## config.mk

```make
export PLATFORM = sky130hd
export DESIGN_NAME = sprite_plot_scheduler
export DESIGN_NICKNAME = d
export VERILOG_FILES = /design/src/rtl/sprite_plot_scheduler.sv
export SDC_FILE = /design/constraint.sdc
export NUM_CORES = 1
export LEC_CHECK = 0
export CAP_MARGIN = 15
export CORE_ASPECT_RATIO = 2
export CORE_UTILIZATION = 55
export CTS_BUF_LIST = sky130_fd_sc_hd__clkbuf_8
export CTS_CLUSTER_SIZE = 16
export DETAILED_ROUTE_END_ITERATION = 8
export DONT_BUFFER_PORTS = 1
export MAX_ROUTING_LAYER = met4
export PLACE_DENSITY = 0.7
export SLEW_MARGIN = 20
export SYNTH_ARGS = -nofsm -noshare
export SYNTH_HDL_FRONTEND = slang
export SYNTH_SLANG_ARGS = --single-unit
```

## constraint.sdc

```tcl
create_clock -name clock -period 3.8 [get_ports clock]
set_input_delay 0.57 -clock clock [delete_from_list [all_inputs] [get_ports clock]]
set_output_delay 0.57 -clock clock [all_outputs]
set_load 0.01 [all_outputs]
```

## src/rtl/sprite_plot_scheduler.sv

```systemverilog
// Frame-driven scheduler that shares the single VGA plot port between sprite drawers,
// erasing each slot at its old position and then redrawing it in the slot colour.
module sprite_plot_scheduler #(
  parameter int NUM_SLOTS = 8,
  parameter int X_W       = 8,
  parameter int Y_W       = 7,
  parameter int COLOUR_W  = 3,
  parameter int TIMEOUT   = 64
) (
  input  logic                          clock,
  input  logic                          resetn,
  input  logic                          frame_tick,
  input  logic [NUM_SLOTS-1:0]          slot_en,
  input  logic [NUM_SLOTS*COLOUR_W-1:0] slot_colour,
  output logic [NUM_SLOTS-1:0]          start,
  output logic                          erase,
  input  logic [NUM_SLOTS*X_W-1:0]      pix_x,
  input  logic [NUM_SLOTS*Y_W-1:0]      pix_y,
  input  logic [NUM_SLOTS-1:0]          pix_valid,
  input  logic [NUM_SLOTS-1:0]          done,
  output logic [X_W-1:0]                x,
  output logic [Y_W-1:0]                y,
  output logic [COLOUR_W-1:0]           colour,
  output logic                          plot,
  output logic                          busy,
  output logic                          overrun,
  output logic [NUM_SLOTS-1:0]          fault
);

  localparam int IDX_W = (NUM_SLOTS > 1) ? $clog2(NUM_SLOTS) : 1;
  localparam int TMR_W = $clog2(TIMEOUT) + 1;

  typedef enum logic [2:0] {
    IDLE,
    SCAN,
    E_START,
    E_WAIT,
    D_START,
    D_WAIT
  } state_t;

  state_t               state;
  logic [IDX_W-1:0]     idx;
  logic [NUM_SLOTS-1:0] drawn_mask;
  logic [NUM_SLOTS-1:0] en_l;
  logic [TMR_W-1:0]     timer;

  logic                 sel_valid;
  logic                 sel_done;
  logic [X_W-1:0]       sel_x;
  logic [Y_W-1:0]       sel_y;
  logic [COLOUR_W-1:0]  sel_colour;
  logic [NUM_SLOTS-1:0] idx_onehot;
  logic                 last_slot;
  logic                 done_seen;
  logic                 hit_limit;
  logic                 pass_end;
  logic                 timed_out;

  // The first wait cycle ignores done: the drawer may still hold it from its last pass.
  always_comb begin
    sel_valid       = pix_valid[idx];
    sel_done        = done[idx];
    sel_x           = pix_x[idx*X_W +: X_W];
    sel_y           = pix_y[idx*Y_W +: Y_W];
    sel_colour      = slot_colour[idx*COLOUR_W +: COLOUR_W];
    idx_onehot      = '0;
    idx_onehot[idx] = 1'b1;
    last_slot       = (idx == IDX_W'(NUM_SLOTS - 1));
    done_seen       = (timer != '0) && sel_done;
    hit_limit       = (timer == TMR_W'(TIMEOUT - 1));
    pass_end        = done_seen || hit_limit;
    timed_out       = hit_limit && !done_seen;
  end

  always_ff @(posedge clock) begin
    if (!resetn) begin
      state      <= IDLE;
      idx        <= '0;
      start      <= '0;
      erase      <= 1'b0;
      x          <= '0;
      y          <= '0;
      colour     <= '0;
      plot       <= 1'b0;
      busy       <= 1'b0;
      overrun    <= 1'b0;
      fault      <= '0;
      drawn_mask <= '0;
      en_l       <= '0;
      timer      <= '0;
    end else begin
      start <= '0;
      plot  <= 1'b0;
      if (frame_tick && (state != IDLE)) begin
        overrun <= 1'b1;
      end

      case (state)
        IDLE: begin
          if (frame_tick) begin
            en_l  <= slot_en;
            idx   <= '0;
            busy  <= 1'b1;
            state <= SCAN;
          end
        end

        SCAN: begin
          if (drawn_mask[idx]) begin
            start <= idx_onehot;
            erase <= 1'b1;
            state <= E_START;
          end else if (en_l[idx]) begin
            start <= idx_onehot;
            state <= D_START;
          end else begin
            state <= last_slot ? IDLE : SCAN;
            idx   <= last_slot ? idx : idx + IDX_W'(1);
            busy  <= !last_slot;
          end
        end

        E_START: begin
          timer <= '0;
          state <= E_WAIT;
        end

        D_START: begin
          timer <= '0;
          state <= D_WAIT;
        end

        E_WAIT: begin
          plot   <= sel_valid;
          x      <= sel_x;
          y      <= sel_y;
          colour <= '0;
          timer  <= timer + TMR_W'(1);
          if (pass_end) begin
            if (timed_out) begin
              fault[idx] <= 1'b1;
            end
            drawn_mask[idx] <= 1'b0;
            erase           <= 1'b0;
            if (en_l[idx]) begin
              start <= idx_onehot;
              state <= D_START;
            end else begin
              state <= last_slot ? IDLE : SCAN;
              idx   <= last_slot ? idx : idx + IDX_W'(1);
              busy  <= !last_slot;
            end
          end
        end

        D_WAIT: begin
          plot   <= sel_valid;
          x      <= sel_x;
          y      <= sel_y;
          colour <= sel_colour;
          timer  <= timer + TMR_W'(1);
          // A timed-out draw still counts as drawn so the next frame erases it.
          if (pass_end) begin
            if (timed_out) begin
              fault[idx] <= 1'b1;
            end
            drawn_mask[idx] <= 1'b1;
            state           <= last_slot ? IDLE : SCAN;
            idx             <= last_slot ? idx : idx + IDX_W'(1);
            busy            <= !last_slot;
          end
        end

        default: begin
          state <= IDLE;
        end
      endcase
    end
  end

endmodule

```

# Yosys cells after proc, flatten, opt, wreduce, memory -nomap -nowiden
# Index checks and enable logic that the tools add are counted.
# totals
latchBits,0
reg_bits,67
wordCells,104
ram_bits,0
output_inout_bits,38
n_memories,0
mem_bits_ro,0
# op_classes
reduce_logical,23
n_mux,42
order_cmp,2
n_div,0
bitwise_logic,4
n_addsub,2
n_eq_ne,12
mul,2
shift,3
# op_table
cell,count
indexed part select 64 x 7 -> 8 bit,1
indexed part select 56 x 7 -> 7 bit,1
two-way mux 8 bit,5
two-way mux 3 bit,11
one-hot mux 8 bit (2 select lines),2
indexed part select 24 x 6 -> 3 bit,1
one-hot mux 3 bit (6 select lines),1
bitwise OR 8 bit,2
one-hot mux 7 bit (2 select lines),1
two-way mux 1 bit,13
binary-select mux 1 bit (select 3 bit),4
one-hot mux 3 bit (4 select lines),1
AND reduction 3 bit,4
!= test 2 bit (second input constant),5
equality test 3 bit (second input constant),3
AND 8 bit,1
NOT 8 bit,1
adder 7 x 1 -> 7 bit (second input constant),1
equality test 7 x 6 -> 1 bit (second input constant),1
nonzero test 7 bit,1
equality test 3 x 2 -> 1 bit (second input constant),2
multiplier 3 x 3 -> 6 bit (second input constant),1
one-hot mux 3 bit (2 select lines),1
nonzero test 2 bit,3
other kinds (17),23

# Logic depth before layout (Yosys ltp)
# Gate-level depths: netlist (run 1).
# depth
ltp_word,8
ltp_mapped,9
ltp_nobuf,8

# Worst setup path before layout (run 1)
# OpenSTA, ideal clock, no wires.
# synth_path
path_type,register -> register
start,register idx[2]
end,register (tool-made name)
t_arrival_ns,1.759
setup_slack_ns,1.913
setup_time_ns,0.128
n_path_buf,1
path_stages_with_launch,8
path_cell_list,dfxtp_1 > buf_4 > inv_1 > mux4_2 > or2_4 > a21oi_4 > nand2_1 > mux2i_1
# synth_rtl
element,line,rtl
start: declaration,43,logic [IDX_W-1:0] idx;
start signal: assignment,119,idx <= last_slot ? idx : idx + IDX_W'(1);
start signal: assignment,151,idx <= last_slot ? idx : idx + IDX_W'(1);
start signal: assignment,170,idx <= last_slot ? idx : idx + IDX_W'(1);

# Worst setup path after layout (run 1)
# layout_path
start,register idx[1]
end,register x[5]
# layout_between
elab_chain_len,1
# layout_rtl
element,line,rtl
indexed part select 64 x 7 -> 8 bit,64,sel_x = pix_x[idx*X_W +: X_W];
end signal: assignment,136,x <= sel_x;
end signal: assignment,159,x <= sel_x;
end: declaration,21,"output logic [X_W-1:0] x,"
# Every way passes these cells.
# A chain may end at the register's enable or synchronous reset.

==> impl_summary.txt, run 1 <==
----------------------------------------------------
[Placement]
  Half-perimeter wire length of the detailed placement result ... 9480 µm
  Placement-stage worst setup slack ... 1250 ps
  Count of port buffers added during placement ... 0
  Final RePlAce weighted congestion ... 1.02

[Worst hold path]
  Min-delay worst type ... input pin to register
  Worst hold stages ... 2
  Worst Hold End ... plot
  Hold_sp ... resetn

[STA]
  Unrepaired setup endpoints after global routing ... false
  Clock period minus final worst setup slack ... 2650 ps
  Final sum of negative setup slack ... 0 ps
  Clock skew after layout ... 4.01 ps
  Worst slew margin relative to its limit ... 0.376
  Worst-case setup margin in the final layout ... 1150 ps
  Setup violations, final ... 0
  Tcrit/Tclk final ... 0.697
  Final number of hold-violating endpoints ... 0
  Transition time at the pin with the least slew margin ... 935 ps
  Max-slew violation count ... 0
  Highest achievable clock rate ... 0.378 GHz

[Yosys]
  Net Count, Synth ... 625
  Post-synthesis cell type with the largest combined area ... sky130_fd_sc_hd__dfxtp_1
  Number of cells produced by synthesis ... 450
  Ranking of synthesized cells by instance count ... sky130_fd_sc_hd__dfxtp_1, sky130_fd_sc_hd__nand2_1, sky130_fd_sc_hd__a221oi_1
  Yosys top cell area share ... 0.348
  Sequential-to-total area share from yosys stat ... 0.348
  Share of flip-flops with an asynchronous set or reset ... 0
  Most used flip-flop cell after synthesis ... sky130_fd_sc_hd__dfxtp_1
  Main area contributors after synthesis ... sky130_fd_sc_hd__dfxtp_1, sky130_fd_sc_hd__a221oi_1, sky130_fd_sc_hd__a22o_1
  Number of warnings reported in the yosys synthesis log ... 0
  Flop and latch count out of synthesis ... 67
  Post-synthesis cell type count ... 58
  Post-synth EDFFs ... 0
  Cell area after technology mapping ... 0.00385 mm²
  Most frequent cell after synthesis ... sky130_fd_sc_hd__dfxtp_1
  Synthesized area per cell ... 8.56 µm²

[Route]
  Final wirelength ... 12500 µm
  Routed vias ... 3652
  Number of vias per cell after detailed routing ... 6.94
  Number of detailed-route iterations in the first pass ... 4
  Drt initial violations ... 325
  Wire length per cell ... 23.7 µm
  DRC errors left ... 0
  Number of nets with antenna violations after routing ... 0

[Clock tree]
  CTS tree ... done
  Number of buffers inserted during clock tree synthesis ... 9
  Clock Pin Slew Worst Setup and Hold Paths ... 70 ps
  Number of buffers inserted by post-CTS setup repair ... 0
  Post-cts sizing count ... 0
  H-tree depth ... 3
  Clock insertion delay at the later pin of the skew report ... 360 ps
  Sink count of the clock tree ... 67
  Root Driver ... sky130_fd_sc_hd__clkbuf_8
  Max clock buf depth ... 2
  Total of hold buffers inserted after clock tree synthesis ... 0

[Critical path]
  Kind of launch point of the worst setup path ... register
  Slowest stage cell, crit path ... sky130_fd_sc_hd__dfxtp_1
  Peak fanout along the critical path ... 25
  End of the worst register-to-register path ... x[5]
  Reg2Reg Setup Slack ... 1150 ps
  Required time of the worst setup path ... 4090 ps
  Kind of end point of the critical path ... register
  Crit path cell chain ... nor2b_1, and2_1, a22o_1, a221oi_1, a31oi_1
  R2R depth ... 5
  Arrival time at the worst endpoint ... 2940 ps
  Launching point of the worst reg2reg path ... idx[1]
  Crit Path Class ... register to register
  Crit-path max cell delay ... 940 ps

[Die]
  Number of core rows ... 42
  Effective utilization at floorplan ... 0.577
  Die height ... 120 µm
  Die ar. ... 0.00736 mm²
  Placeable core region ... 0.00667 mm²
  Die Wd ... 61.2 µm
  I/O Pins ... 209

[Power and ir drop]
  Proportion of total power due to net switching ... 0.246
  Total internal power ... 1.19 mW
  Proportion of power drawn by combinational gates ... 0.107
  PD cells ... 387 mW/mm²
  Pleak ... 1.43 nW
  Switching power summed over all nets ... 0.389 mW
  Clock Power Share ... 0.425
  Sequential fraction of design power ... 0.468
  Peak supply drop ... 0.275 mV

[Flow run]
  Number of maximum-capacitance violations ... 0

[Final layout]
  Diode insertion count for antenna repair ... 0
  Share of layout cells above drive strength 1 ... 0.100
  Number of nets in the final layout ... 608
  Area growth syn-to-layout ... 6.17%

[Global routing]
  Number of antenna violations at the first check in global routing ... 0
  Pin count of the biggest net entering global routing ... 63
  Remaining global-route overflow ... 0
  Vias in the first global route ... 3625
  Aggregate global-route resource usage ... 0.366
  Global-route wire length before repair ... 18800 µm

[Run status]
  Outcome ... complete, no violations

----------------------------------------------------
-- routing by layer --
layer  vias to the layer above  part of all wire  GRT usage
li1                       1685                 -          -
met1                      1688              0.33      0.383
met2                       234              0.51      0.584
met3                        45              0.10      0.104
met4                         0             0.056      0.226
met5                         -                 0          -
-- power by group through the flow --
| stage | combinational [mW] | sequential [mW] | clock [mW] |
|---|---|---|---|
| after floorplan | 0.152 | 0.739 | 0 |
| after global placement | 0.164 | 0.755 | 0 |
| after detailed placement | 0.166 | 0.756 | 0 |
| after CTS | 0.167 | 0.740 | 0.685 |
| after global routing | 0.186 | 0.742 | 0.713 |
| final | 0.169 | 0.741 | 0.673 |
-- worst max-delay path, delay by kind of cell, from the launching register on --
family	cells	cell delay (ps)
AOI/OAI and AO/OA	3	530
DFF	1	940
and+or+nand+nor	2	1100
-- placed cells by master (no fill, tap or decap), types with 4 or more instances in the layout --
| cell type | count |
|---|---|
| sky130_fd_sc_hd__a31oi_1 | 20 |
| sky130_fd_sc_hd__nor3_2 | 4 |
| sky130_fd_sc_hd__mux2_2 | 5 |
| sky130_fd_sc_hd__mux2i_1 | 20 |
| sky130_fd_sc_hd__nand2b_1 | 4 |
| sky130_fd_sc_hd__inv_1 | 8 |
| sky130_fd_sc_hd__a22oi_1 | 13 |
| sky130_fd_sc_hd__nand3_1 | 11 |
| sky130_fd_sc_hd__ha_1 | 4 |
| sky130_fd_sc_hd__clkbuf_8 | 11 |
| sky130_fd_sc_hd__a221oi_1 | 34 |
| sky130_fd_sc_hd__o21a_1 | 9 |
| sky130_fd_sc_hd__a21o_1 | 5 |
| sky130_fd_sc_hd__nand2_1 | 62 |
| sky130_fd_sc_hd__dfxtp_1 | 67 |
| sky130_fd_sc_hd__o21ai_0 | 23 |
| sky130_fd_sc_hd__nor3_1 | 10 |
| sky130_fd_sc_hd__nor2b_1 | 12 |
| sky130_fd_sc_hd__a21boi_0 | 11 |
| sky130_fd_sc_hd__a22o_1 | 31 |
| sky130_fd_sc_hd__nor2_1 | 16 |
| sky130_fd_sc_hd__buf_4 | 9 |
-- layout make-up --
| cell class | count | area, µm² |
|---|---|---|
| Fill cell | 652 | 2580 |
| Multi-Input combinational cell | 338 | 2310 |
| Sequential cell | 67 | 1340 |
| Clock buffer | 11 | 151 |
| Tap cell | 88 | 110 |
| Clock inverter | 5 | 75.1 |
| Timing Repair Buffer | 9 | 67.6 |
| Inverter | 8 | 30.0 |
-- cell families after synthesis --
group           Yosys count  synth area share
simple gates            139             0.176
flops                    67             0.348
buf+inv                  45            0.0523
xor+xnor                  2           0.00455
compound gates          167             0.334
mux                      26            0.0724
fa+ha+maj                 4            0.0130
-- through the flow --
| step | hold slack [ps] | instances | util | area (µm²) | power, mW |
|---|---|---|---|---|---|
| after floorplan | 435 | 450 | - | 3850 | 0.891 |
| after global placement | 447 | 510 | 0.579 | 3860 | 0.919 |
| after detailed placement | 456 | 510 | 0.579 | 3860 | 0.922 |
| after CTS | 315 | 526 | 0.613 | 4090 | 1.59 |
| after global routing | 340 | 526 | 0.613 | 4090 | 1.64 |
| final | 335 | 526 | 0.613 | 4090 | 1.58 |
-- worst max-delay path by stage --
stage	from	endpoint	slack, ps	cells past startpoint
floorplan	idx[2]	register	1910	7
global placement	idx[1]	x[5]	1380	5
detailed placement	idx[1]	colour[0]	1250	5
CTS	idx[1]	x[5]	1240	5
global route	idx[1]	colour[0]	980	5
finish	idx[1]	x[5]	1150	5
No activity file was read; power rests on OpenSTA's default activity.
==> inputs of run 2 (changes only) <==
Clock period 3.8 ns to 2.6 ns, I/O delays scaled along.
==> impl_summary.txt, run 2 (synthesized netlist as in run 1, its figures left out) <==
----------------------------------------------------
[Run status]
  Outcome ... complete, no violations

[Power and ir drop]
  Sequential fraction of design power ... 0.461
  Clock Power Share ... 0.424
  Pleak ... 1.47 nW
  Proportion of total power due to net switching ... 0.246
  PD cells ... 558 mW/mm²
  Total internal power ... 1.75 mW
  Peak supply drop ... 0.485 mV
  Proportion of power drawn by combinational gates ... 0.115
  Switching power summed over all nets ... 0.571 mW

[Die]
  Number of core rows ... 42
  Placeable core region ... 0.00667 mm²
  Die height ... 120 µm
  Die ar. ... 0.00736 mm²
  Effective utilization at floorplan ... 0.577
  Die Wd ... 61.2 µm
  I/O Pins ... 209

[STA]
  Setup violations, final ... 0
  Clock period minus final worst setup slack ... 2420 ps
  Clock skew after layout ... 7.07 ps
  Final sum of negative setup slack ... 0 ps
  Worst slew margin relative to its limit ... 0.539
  Tcrit/Tclk final ... 0.929
  Highest achievable clock rate ... 0.414 GHz
  Max-slew violation count ... 0
  Unrepaired setup endpoints after global routing ... false
  Transition time at the pin with the least slew margin ... 692 ps
  Final number of hold-violating endpoints ... 0

[Global routing]
  Number of antenna violations at the first check in global routing ... 0
  Pin count of the biggest net entering global routing ... 63
  Aggregate global-route resource usage ... 0.356
  Global-route wire length before repair ... 18200 µm
  Remaining global-route overflow ... 0
  Vias in the first global route ... 3679

[Route]
  Number of vias per cell after detailed routing ... 6.88
  Number of nets with antenna violations after routing ... 0
  Routed vias ... 3660
  Final wirelength ... 12400 µm
  DRC errors left ... 0
  Drt initial violations ... 255
  Wire length per cell ... 23.3 µm
  Number of detailed-route iterations in the first pass ... 4

[Clock tree]
  H-tree depth ... 3
  CTS tree ... done
  Max clock buf depth ... 2
  Number of buffers inserted by post-CTS setup repair ... 0
  Clock Pin Slew Worst Setup and Hold Paths ... 70 ps
  Sink count of the clock tree ... 67
  Total of hold buffers inserted after clock tree synthesis ... 0
  Number of buffers inserted during clock tree synthesis ... 9
  Post-cts sizing count ... 0
  Root Driver ... sky130_fd_sc_hd__clkbuf_8
  Clock insertion delay at the later pin of the skew report ... 360 ps

[Placement]
  Count of port buffers added during placement ... 0
  Final RePlAce weighted congestion ... 0.938
  Half-perimeter wire length of the detailed placement result ... 9550 µm

[Final layout]
  Most used cells in the layout excluding fill and tap cells ... sky130_fd_sc_hd__dfxtp_1, sky130_fd_sc_hd__nand2_1, sky130_fd_sc_hd__a221oi_1
  Share of layout cells above drive strength 1 ... 0.113
  Commonest non-fill, non-tap cell in the layout ... sky130_fd_sc_hd__dfxtp_1
  Filler Cells Inserted ... 636
  Diode insertion count for antenna repair ... 0
  Area growth syn-to-layout ... 7.99%
  End-of-flow core utilization ... 0.623
  Number of nets in the final layout ... 614

[Critical path]
  Kind of launch point of the worst setup path ... register
  Peak fanout along the critical path ... 28
  Arrival time at the worst endpoint ... 2680 ps
  Required time of the worst setup path ... 2860 ps
  Kind of end point of the critical path ... register
  Crit Path Class ... register to register

[Flow run]
  Number of maximum-capacitance violations ... 0

[Worst hold path]
  Min-delay worst type ... input pin to register

----------------------------------------------------
[run 2: path summary, 6_finish.rpt]
| kind | slack, ps | cells after the start | startpoint | end |
|---|---|---|---|---|
| worst max-delay path | 180 | 7 | idx[0] | start[2] |
| worst min-delay path | 160 | 2 | resetn | plot |
| worst max register to register | 180 | 7 | idx[0] | start[2] |
| worst min register to register | 470 | 2 | register | register |
[run 2: power groups by stage]
| stage | registers (mW) | logic, mW | clock network [mW] |
|---|---|---|---|
| finish | 1.07 | 0.266 | 0.984 |
| global route | 1.07 | 0.290 | 1.03 |
| CTS | 1.07 | 0.264 | 0.997 |
| detailed placement | 1.09 | 0.263 | 0 |
| global placement | 1.09 | 0.258 | 0 |
| floorplan | 1.08 | 0.222 | 0 |
[run 2: final cells by class]
class / count / area [µm²] / share of cell area
timing repair buffer: 15 / 138 / 0.0331
multi-input combinational: 338 / 2310 / 0.556
sequential: 67 / 1340 / 0.322
clock buffer: 11 / 151 / 0.0364
tap: 88 / 110 / 0.0265
clock inverter: 5 / 75.1 / 0.0180
inverter: 8 / 30.0 / 0.00722
[run 2: critical path, stage by stage (launching register included)]
cell and delay, ps:
sky130_fd_sc_hd__dfxtp_1 550, sky130_fd_sc_hd__buf_4 370, sky130_fd_sc_hd__nor2b_1 320, sky130_fd_sc_hd__a32oi_1 130, sky130_fd_sc_hd__o211a_1 280, sky130_fd_sc_hd__a31oi_1 260
sky130_fd_sc_hd__o211ai_4 190, sky130_fd_sc_hd__nor3_1 210
[run 2: through the flow]
stage	hold slack (ps)	worst slack (ps)	std cells	instance area, µm²	total power [mW]
after detailed placement	460	292	516	3930	1.36
after global placement	445	403	516	3930	1.35
final	162	185	532	4160	2.32
after global routing	155	71.6	532	4160	2.39
after CTS	144	257	532	4160	2.33
after floorplan	435	713	450	3850	1.30
[run 2: layer usage]
layer | vias up | wire length (µm) | global-route usage
li1 | 1693 | - | -
met1 | 1704 | 4150 | 0.346
met2 | 216 | 6330 | 0.592
met3 | 47 | 1200 | 0.0963
met4 | 0 | 697 | 0.230
met5 | - | 0 | -
==> inputs of run 3 (changes only) <==
Settings changed: ABC_AREA set to 1, CORE_MARGIN set to 1.5.
Clock period 2.6 ns to 2.45 ns, I/O delays scaled along.
==> impl_summary.txt, run 3 <==
----------------------------------------------------
[Clock tree]
  Number of buffers inserted by post-CTS setup repair ... 0
  Root Driver ... sky130_fd_sc_hd__clkbuf_8
  Post-cts sizing count ... 0
  Number of buffers inserted during clock tree synthesis ... 9
  Total of hold buffers inserted after clock tree synthesis ... 0
  H-tree depth ... 3
  Clock insertion delay at the later pin of the skew report ... 360 ps
  Clock Pin Slew Worst Setup and Hold Paths ... 70 ps
  CTS tree ... done
  Max clock buf depth ... 2
  Sink count of the clock tree ... 67

[Yosys]
  Cell area after technology mapping ... 0.00393 mm²
  Post-synthesis cell type with the largest combined area ... sky130_fd_sc_hd__dfxtp_1
  Post-synthesis cell type count ... 40
  Post-synth EDFFs ... 0
  Sequential-to-total area share from yosys stat ... 0.341
  Main area contributors after synthesis ... sky130_fd_sc_hd__dfxtp_1, sky130_fd_sc_hd__nand2_1, sky130_fd_sc_hd__inv_1
  Number of cells produced by synthesis ... 595
  Ranking of synthesized cells by instance count ... sky130_fd_sc_hd__nand2_1, sky130_fd_sc_hd__dfxtp_1, sky130_fd_sc_hd__inv_1
  Synthesized area per cell ... 6.60 µm²
  Flop and latch count out of synthesis ... 67
  Yosys top cell area share ... 0.341
  Most frequent cell after synthesis ... sky130_fd_sc_hd__nand2_1
  Number of warnings reported in the yosys synthesis log ... 0
  Most used flip-flop cell after synthesis ... sky130_fd_sc_hd__dfxtp_1
  Net Count, Synth ... 770
  Share of flip-flops with an asynchronous set or reset ... 0

[Critical path]
  Crit path cell chain ... buf_4, nand3_1, inv_1, buf_4, nand2_1, nand3_1, a211oi_1, a21oi_1
  Crit-path max cell delay ... 540 ps
  Kind of end point of the critical path ... register
  CP Buf/Inv Count ... 3
  R2R depth ... 8
  End of the worst register-to-register path ... x[0]
  Crit Path Class ... register to register
  Slowest stage cell, crit path ... sky130_fd_sc_hd__inv_1
  Kind of launch point of the worst setup path ... register
  Required time of the worst setup path ... 2730 ps
  Crit-path leading delay family ... buffers and inverters
  Reg2Reg Setup Slack ... 450 ps
  Launching point of the worst reg2reg path ... idx[0]
  Arrival time at the worst endpoint ... 2280 ps
  Peak fanout along the critical path ... 26

[Placement]
  Count of port buffers added during placement ... 0
  Half-perimeter wire length of the detailed placement result ... 9900 µm
  Final RePlAce weighted congestion ... 0.946

[Flow run]
  Number of maximum-capacitance violations ... 0

[Power and ir drop]
  Total power of the final layout ... 3.98 mW
  Peak supply drop ... 0.609 mV
  Pleak ... 1.73 nW
  PD cells ... 964 mW/mm²

[Final layout]
  Number of nets in the final layout ... 759
  Diode insertion count for antenna repair ... 0
  Most used cells in the layout excluding fill and tap cells ... sky130_fd_sc_hd__nand2_1, sky130_fd_sc_hd__dfxtp_1, sky130_fd_sc_hd__inv_1
  Share of layout cells above drive strength 1 ... 0.0900
  Commonest non-fill, non-tap cell in the layout ... sky130_fd_sc_hd__nand2_1
  Area growth syn-to-layout ... 5.06%

[Route]
  Routed vias ... 4167
  Drt initial violations ... 327
  Number of nets with antenna violations after routing ... 0
  DRC errors left ... 0
  Final wirelength ... 13200 µm
  Number of detailed-route iterations in the first pass ... 5
  Wire length per cell ... 19.5 µm
  Number of vias per cell after detailed routing ... 6.14

[STA]
  Highest achievable clock rate ... 0.501 GHz
  Setup violations, final ... 0
  Clock skew after layout ... 11.4 ps
  Tcrit/Tclk final ... 0.815
  Final sum of negative setup slack ... 0 ps
  Transition time at the pin with the least slew margin ... 693 ps
  Unrepaired setup endpoints after global routing ... false
  Worst slew margin relative to its limit ... 0.538
  Final number of hold-violating endpoints ... 0
  Max-slew violation count ... 0
  Clock period minus final worst setup slack ... 2000 ps

[Global routing]
  Fraction of met3 tracks used by global routing ... 0.0651
  Highest-utilization routing layer at the global route stage ... met2
  Aggregate global-route resource usage ... 0.359
  Global-route wire length before repair ... 20400 µm
  Remaining global-route overflow ... 0
  Pin count of the biggest net entering global routing ... 52
  Vias in the first global route ... 4079
  Number of antenna violations at the first check in global routing ... 0
  Met2 track utilization from global routing ... 0.634
  Met1 demand-to-capacity share in global routing ... 0.369

[Worst hold path]
  Worst Hold End ... idx[0]
  Worst hold stages ... 2
  Min-delay worst type ... input pin to register
  Hold_sp ... resetn

[Die]
  Number of core rows ... 43
  Placeable core region ... 0.00694 mm²
  Effective utilization at floorplan ... 0.566
  Die height ... 123 µm
  Die ar. ... 0.00769 mm²
  Die Wd ... 62.8 µm
  I/O Pins ... 209

[Run status]
  Outcome ... complete, no violations

----------------------------------------------------
-- run 3: cell types whose count changed after synthesis, moves of 11 or more --
| cell | before | now |
|---|---|---|
| sky130_fd_sc_hd__a21boi_0 | 11 | 0 |
| sky130_fd_sc_hd__a21oi_1 | 3 | 32 |
| sky130_fd_sc_hd__a221oi_1 | 34 | 10 |
| sky130_fd_sc_hd__a22o_1 | 31 | 6 |
| sky130_fd_sc_hd__a31oi_1 | 20 | 3 |
| sky130_fd_sc_hd__inv_1 | 8 | 58 |
| sky130_fd_sc_hd__mux2i_1 | 20 | 0 |
| sky130_fd_sc_hd__nand2_1 | 62 | 184 |
| sky130_fd_sc_hd__nand3_1 | 11 | 43 |
| sky130_fd_sc_hd__nand4_1 | 1 | 14 |
| sky130_fd_sc_hd__nor2_1 | 18 | 36 |
| sky130_fd_sc_hd__nor2b_1 | 12 | 0 |
-- run 3: final cells by class --
type	count	area [µm²]
Clock buffer	11	151
Clock inverter	5	28.8
Fill cell	701	2810
Inverter	64	243
Multi-Input combinational cell	432	2180
Sequential cell	67	1340
Tap cell	90	113
Timing Repair Buffer	10	75.1
-- run 3: worst max-delay path by stage --
stage | depth (start not counted) | start | end | slack (ps)
floorplan | 13 | idx[0] | idx[2] | 930
global placement | 7 | idx[1] | colour[2] | 530
detailed placement | 8 | idx[1] | colour[2] | 480
CTS | 8 | idx[1] | colour[2] | 460
global route | 8 | idx[1] | colour[2] | 280
finish | 8 | idx[0] | x[0] | 450
-- run 3: layer usage --
layer	wire (µm)	part of all wire
met4	611	0.046
met3	883	0.067
met2	6980	0.53
met1	4760	0.36
met5	0	0
-- run 3: cells by family after synthesis --
| kind of cell | Yosys count | share of synthesized area |
|---|---|---|
| compound gates | 130 | 0.219 |
| simple gates | 298 | 0.322 |
| flops | 67 | 0.341 |
| fa+ha+maj | 4 | 0.0127 |
| buf+inv | 96 | 0.105 |
-- run 3: power breakdown --
part	switching (mW)	total, mW	internal (mW)
Combinational	1.17	1.75	0.576
Clock	0.432	0.847	0.415
Sequential	0.163	1.38	1.22
Total	1.77	3.98	2.21
-- run 3: through the flow --
stage	std cells	utilization	area (µm²)	setup WS [ps]	hold slack [ps]
finish	679	0.595	4130	453	140
global route	679	0.595	4130	284	137
CTS	679	0.595	4130	457	116
detailed placement	663	0.569	3950	480	435
global placement	663	0.569	3950	526	432
floorplan	595	-	3930	933	424
==> edit 1 (settings of run 2) <==
Re-encode `state_t` (6 states) as one-hot, 6 bits wide.
--- a/src/rtl/sprite_plot_scheduler.sv
+++ b/src/rtl/sprite_plot_scheduler.sv
@@ -30,13 +30,13 @@
   localparam int IDX_W = (NUM_SLOTS > 1) ? $clog2(NUM_SLOTS) : 1;
   localparam int TMR_W = $clog2(TIMEOUT) + 1;
 
-  typedef enum logic [2:0] {
-    IDLE,
-    SCAN,
-    E_START,
-    E_WAIT,
-    D_START,
-    D_WAIT
+  typedef enum logic [5:0] {
+    IDLE    = 6'b000001,
+    SCAN    = 6'b000010,
+    E_START = 6'b000100,
+    E_WAIT  = 6'b001000,
+    D_START = 6'b010000,
+    D_WAIT  = 6'b100000
   } state_t;
 
   state_t               state;
Check against the original RTL: same outputs for any inputs over 10 cycles, from zero or initial values and one cycle with resetn low; not proved beyond that.
==> edit 1 against run 2 <==
Worst setup slack worse by 48 ps. Wire length up 5.0%. Die area down 0.13%. Sequential cell count up 3. Area after synthesis down 0.13%. Total power down 9.2%. Cell area up 1.1%. Synthesized cell count down 1.1%. Critical path type unchanged. Critical endpoint is now idx[2]$_SDFFE_PN0P_.
==> edit 1: results (changes against run 2) <==
metric;value;unit;change
synth_top_flop_cell;dfxtp_1;;
fin_nets;621;;+1.1%
cpLargestDelayFamily;compound AO/OA/AOI/OAI gates;;
synth-seq-area-share;0.364;;+0.0161
max_slew_margin;0.458;;-0.0808
number_of_enable_flip_flop_cells_after_synthesis;0;;unchanged
maximum_vdd_ir_drop;0.321;mV;-34%
grt_util_met1;0.384;;+0.0380
dpl.cell_count;523;;+1.4%
clockNetworkPower;738;uW;-25%
worst-endpoint-arrival;2740;ps;+60 ps
cellLeakagePower;0.00153;uW;+4.5%
clkSlewWorstSetupHoldPaths;70;ps;about the same
hold_path_end;state[0]$_SDFFE_PN1P_;;
io_buffers;0;;unchanged
result_of_the_run;finished, final reports clean;;
totalWireLength;13000;um;+5.0%
dr_wl_met2;6740;um;+6.5%
htree_levels;3;;unchanged
netlist_top_cells_count;dfxtp_1, nand2_1, nor2_1;;
globalRouteTotalUtil;0.378;;+0.0216
sw_frac_of_total;0.260;;+0.0139
wirelength_met1;4580;um;+10%
wl_met3;1030;um;-14%
drt_first_iter_violations;235;;-7.8%
crit_path_slowest_cell;dfxtp_1;;
synthArstFlopShare;0;;unchanged
route.top_layer_used;met4;;
clock_insertion_delay_worst_skew;340;ps;-20 ps
drive_gt1_frac;0.142;;+0.0293
cts.root.buffer_cell;clkbuf_8;;
fin_skew;6.71;ps;-0.355 ps
placement.cell_area;0.00404;sq mm;+2.8%
number_of_global_route_vias_before_repair;3878;;+5.4%
slowest_delay;450;ps;-100 ps
finalPower;2110;uW;-9.2%
power.sequential.fraction;0.534;;+0.073
globalRouteMet2Util;0.623;;+0.0313
grt_met3_use;0.101;;+0.00428
netlist_instances;445;;-1.1%
worst_hold_path.num_cells;1;;-1
reg2reg_slack;140;ps;-50 ps
hold_path.startpoint;resetn;;
hp-class;in2reg;;
pin_count_of_the_biggest_net_entering_global_routing;46;;-27%
global_route_wire_length_before_repair;19600;um;+7.6%
ys.warnings.count;0;;unchanged
crit_end;idx[2]$_SDFFE_PN0P_;;
dp.final_hpwl;9980;um;+4.5%
antenna_found_initial;0;;unchanged
detailroute.via_count;3797;;+3.7%
gp_congestion;0.943;;+0.57%
drt-wirelength-per-cell;24.1;um;+3.6%
yosys-top-cells-area;dfxtp_1, a221oi_1, a22o_1, mux2i_1, nand2_1;;
critical_path.max_fanout;18;;-36%
netlist-cell-type-count;60;;+3.4%
-- edit 1: area by class of cell --
class	count	area, sq um
clock buffers	10	138
clock inverters	6	23.8
fillers	633	2470
inverters	6	22.5
multi-input cells	332	2290
flip-flops and latches	70	1400
well taps	88	110
repair buffers	27	215
-- edit 1: kinds of logic (layout without fill, tap and decap cells) --
logic type / after synthesis / after routing / synth area share
multiplexers: 24 / 24 / 0.0693
flip-flops: 70 / 70 / 0.364
adder cells (fa/ha/maj): 4 / 4 / 0.0130
buffers and inverters: 43 / 49 / 0.0459
AND/OR/NAND/NOR: 128 / 128 / 0.166
AO/OA/AOI/OAI: 172 / 172 / 0.333
XOR/XNOR: 4 / 4 / 0.00911
-- edit 1: per-stage QoR --
stage           util  hold WS (ps)  worst slack, ps
2_1_floorplan      -           434              411
4_1_cts        0.630           141             88.9
3_5_place_dp   0.606           454              111
3_3_place_gp   0.606           443              220
6_report       0.630           168              137
5_1_grt        0.630           175             44.8
==> edit 2 (flow settings as in run 2) <==
Without the edit above. The parameter `X_W` goes from 8 to 9.
--- a/src/rtl/sprite_plot_scheduler.sv
+++ b/src/rtl/sprite_plot_scheduler.sv
@@ -2,7 +2,7 @@
 // erasing each slot at its old position and then redrawing it in the slot colour.
 module sprite_plot_scheduler #(
   parameter int NUM_SLOTS = 8,
-  parameter int X_W       = 8,
+  parameter int X_W       = 9,
   parameter int Y_W       = 7,
   parameter int COLOUR_W  = 3,
   parameter int TIMEOUT   = 64
Interface: changed (resized pix_x and x); port bits go from 209 to 218. The function was not compared with the original's and may differ.
==> edit 2 against run 2 <==
Worst setup slack better by 52 ps. Highest routed layer unchanged. Area after synthesis is 4.7% higher. Cell area is 2.1% higher. Sequential cell count rose by 1. Critical path type unchanged. Via count increased by 3.6%. Wire length increased by 4.4%. Critical endpoint is now idx[2]$_SDFFE_PN0P_. Cell count increased by 2.6%. Utilization is 1.6 points lower.
Power is not compared: it rests on default switching activity, and its combinational part moved more than twofold at a synthesized area within 25%.
==> edit 2: results (changes against run 2) <==
metric;value;unit;change
synth-compound-area-share;0.364;;+0.0301
dr.pass1.iters;5;;+1
max_slew_margin;0.366;;-0.173
worst-endpoint-arrival;2640;ps;-40 ps
detailroute.via_count;3793;;+3.6%
r2r-end;idx[2]$_SDFFE_PN0P_;;
hold-worst-slack;170;ps;+7.89 ps
netlist_top_cells_count;dfxtp_1, nand2_1, a221oi_1;;
fin_skew;12.3;ps;+5.20 ps
worstSetupStartpoint;idx[2]$_SDFFE_PN0P_;;
gp_congestion;0.967;;+3.2%
dpl.cell_count;531;;+2.9%
fin_nets;635;;+3.4%
critical_path.max_fanout;21;;-25%
totalWireLength;12900;um;+4.4%
result_of_the_run;finished, final reports clean;;
synth-seq-area-share;0.338;;-0.0106
yosys-top-cells-area;dfxtp_1, a221oi_1, a22o_1, nand2_1, mux2i_1;;
muxShareOfSynthArea;0.0521;;-0.0203
worstReg2RegStart;idx[2]$_SDFFE_PN0P_;;
synth_adder_area_share;0.0124;;-0.000580
drive_gt1_frac;0.116;;+0.00362
hold_path_end;colour[1]$_SDFFE_PN0P_;;
number_of_global_route_vias_before_repair;3561;;-3.2%
detailedPlace.worstSlack;290;ps;-1.53 ps
netlist-cell-type-count;59;;+1.7%
==> edit 2: cell count changes after synthesis, moves of 4 or more <==
cell,delta
buf_2,+4
a21oi_1,+11
o31ai_1,+10
nand2_1,-14
nor2b_1,+5
nand2b_1,+5
buf_6,+4
o211ai_1,+7
clkbuf_1,-4
o21a_1,-8
mux2i_1,-8
a22oi_1,-4
nor3_2,-4
==> edit 2: area by class of cell <==
class / instances / area (sq um)
Clock inverter: 3 / 37.5
Tap cell: 90 / 113
Inverter: 7 / 28.8
Clock buffer: 12 / 165
Sequential cell: 68 / 1360
Multi-Input combinational cell: 351 / 2430
Timing Repair Buffer: 15 / 113
Fill cell: 651 / 2750
==> edit 2: metal layers <==
layer / GRT usage / up-vias / share of wire
met1: 0.374 / 1776 / 0.37
met3: 0.0664 / 42 / 0.078
li1: - / 1766 / -
met2: 0.567 / 209 / 0.51
met5: - / - / 0
met4: 0.170 / 0 / 0.041
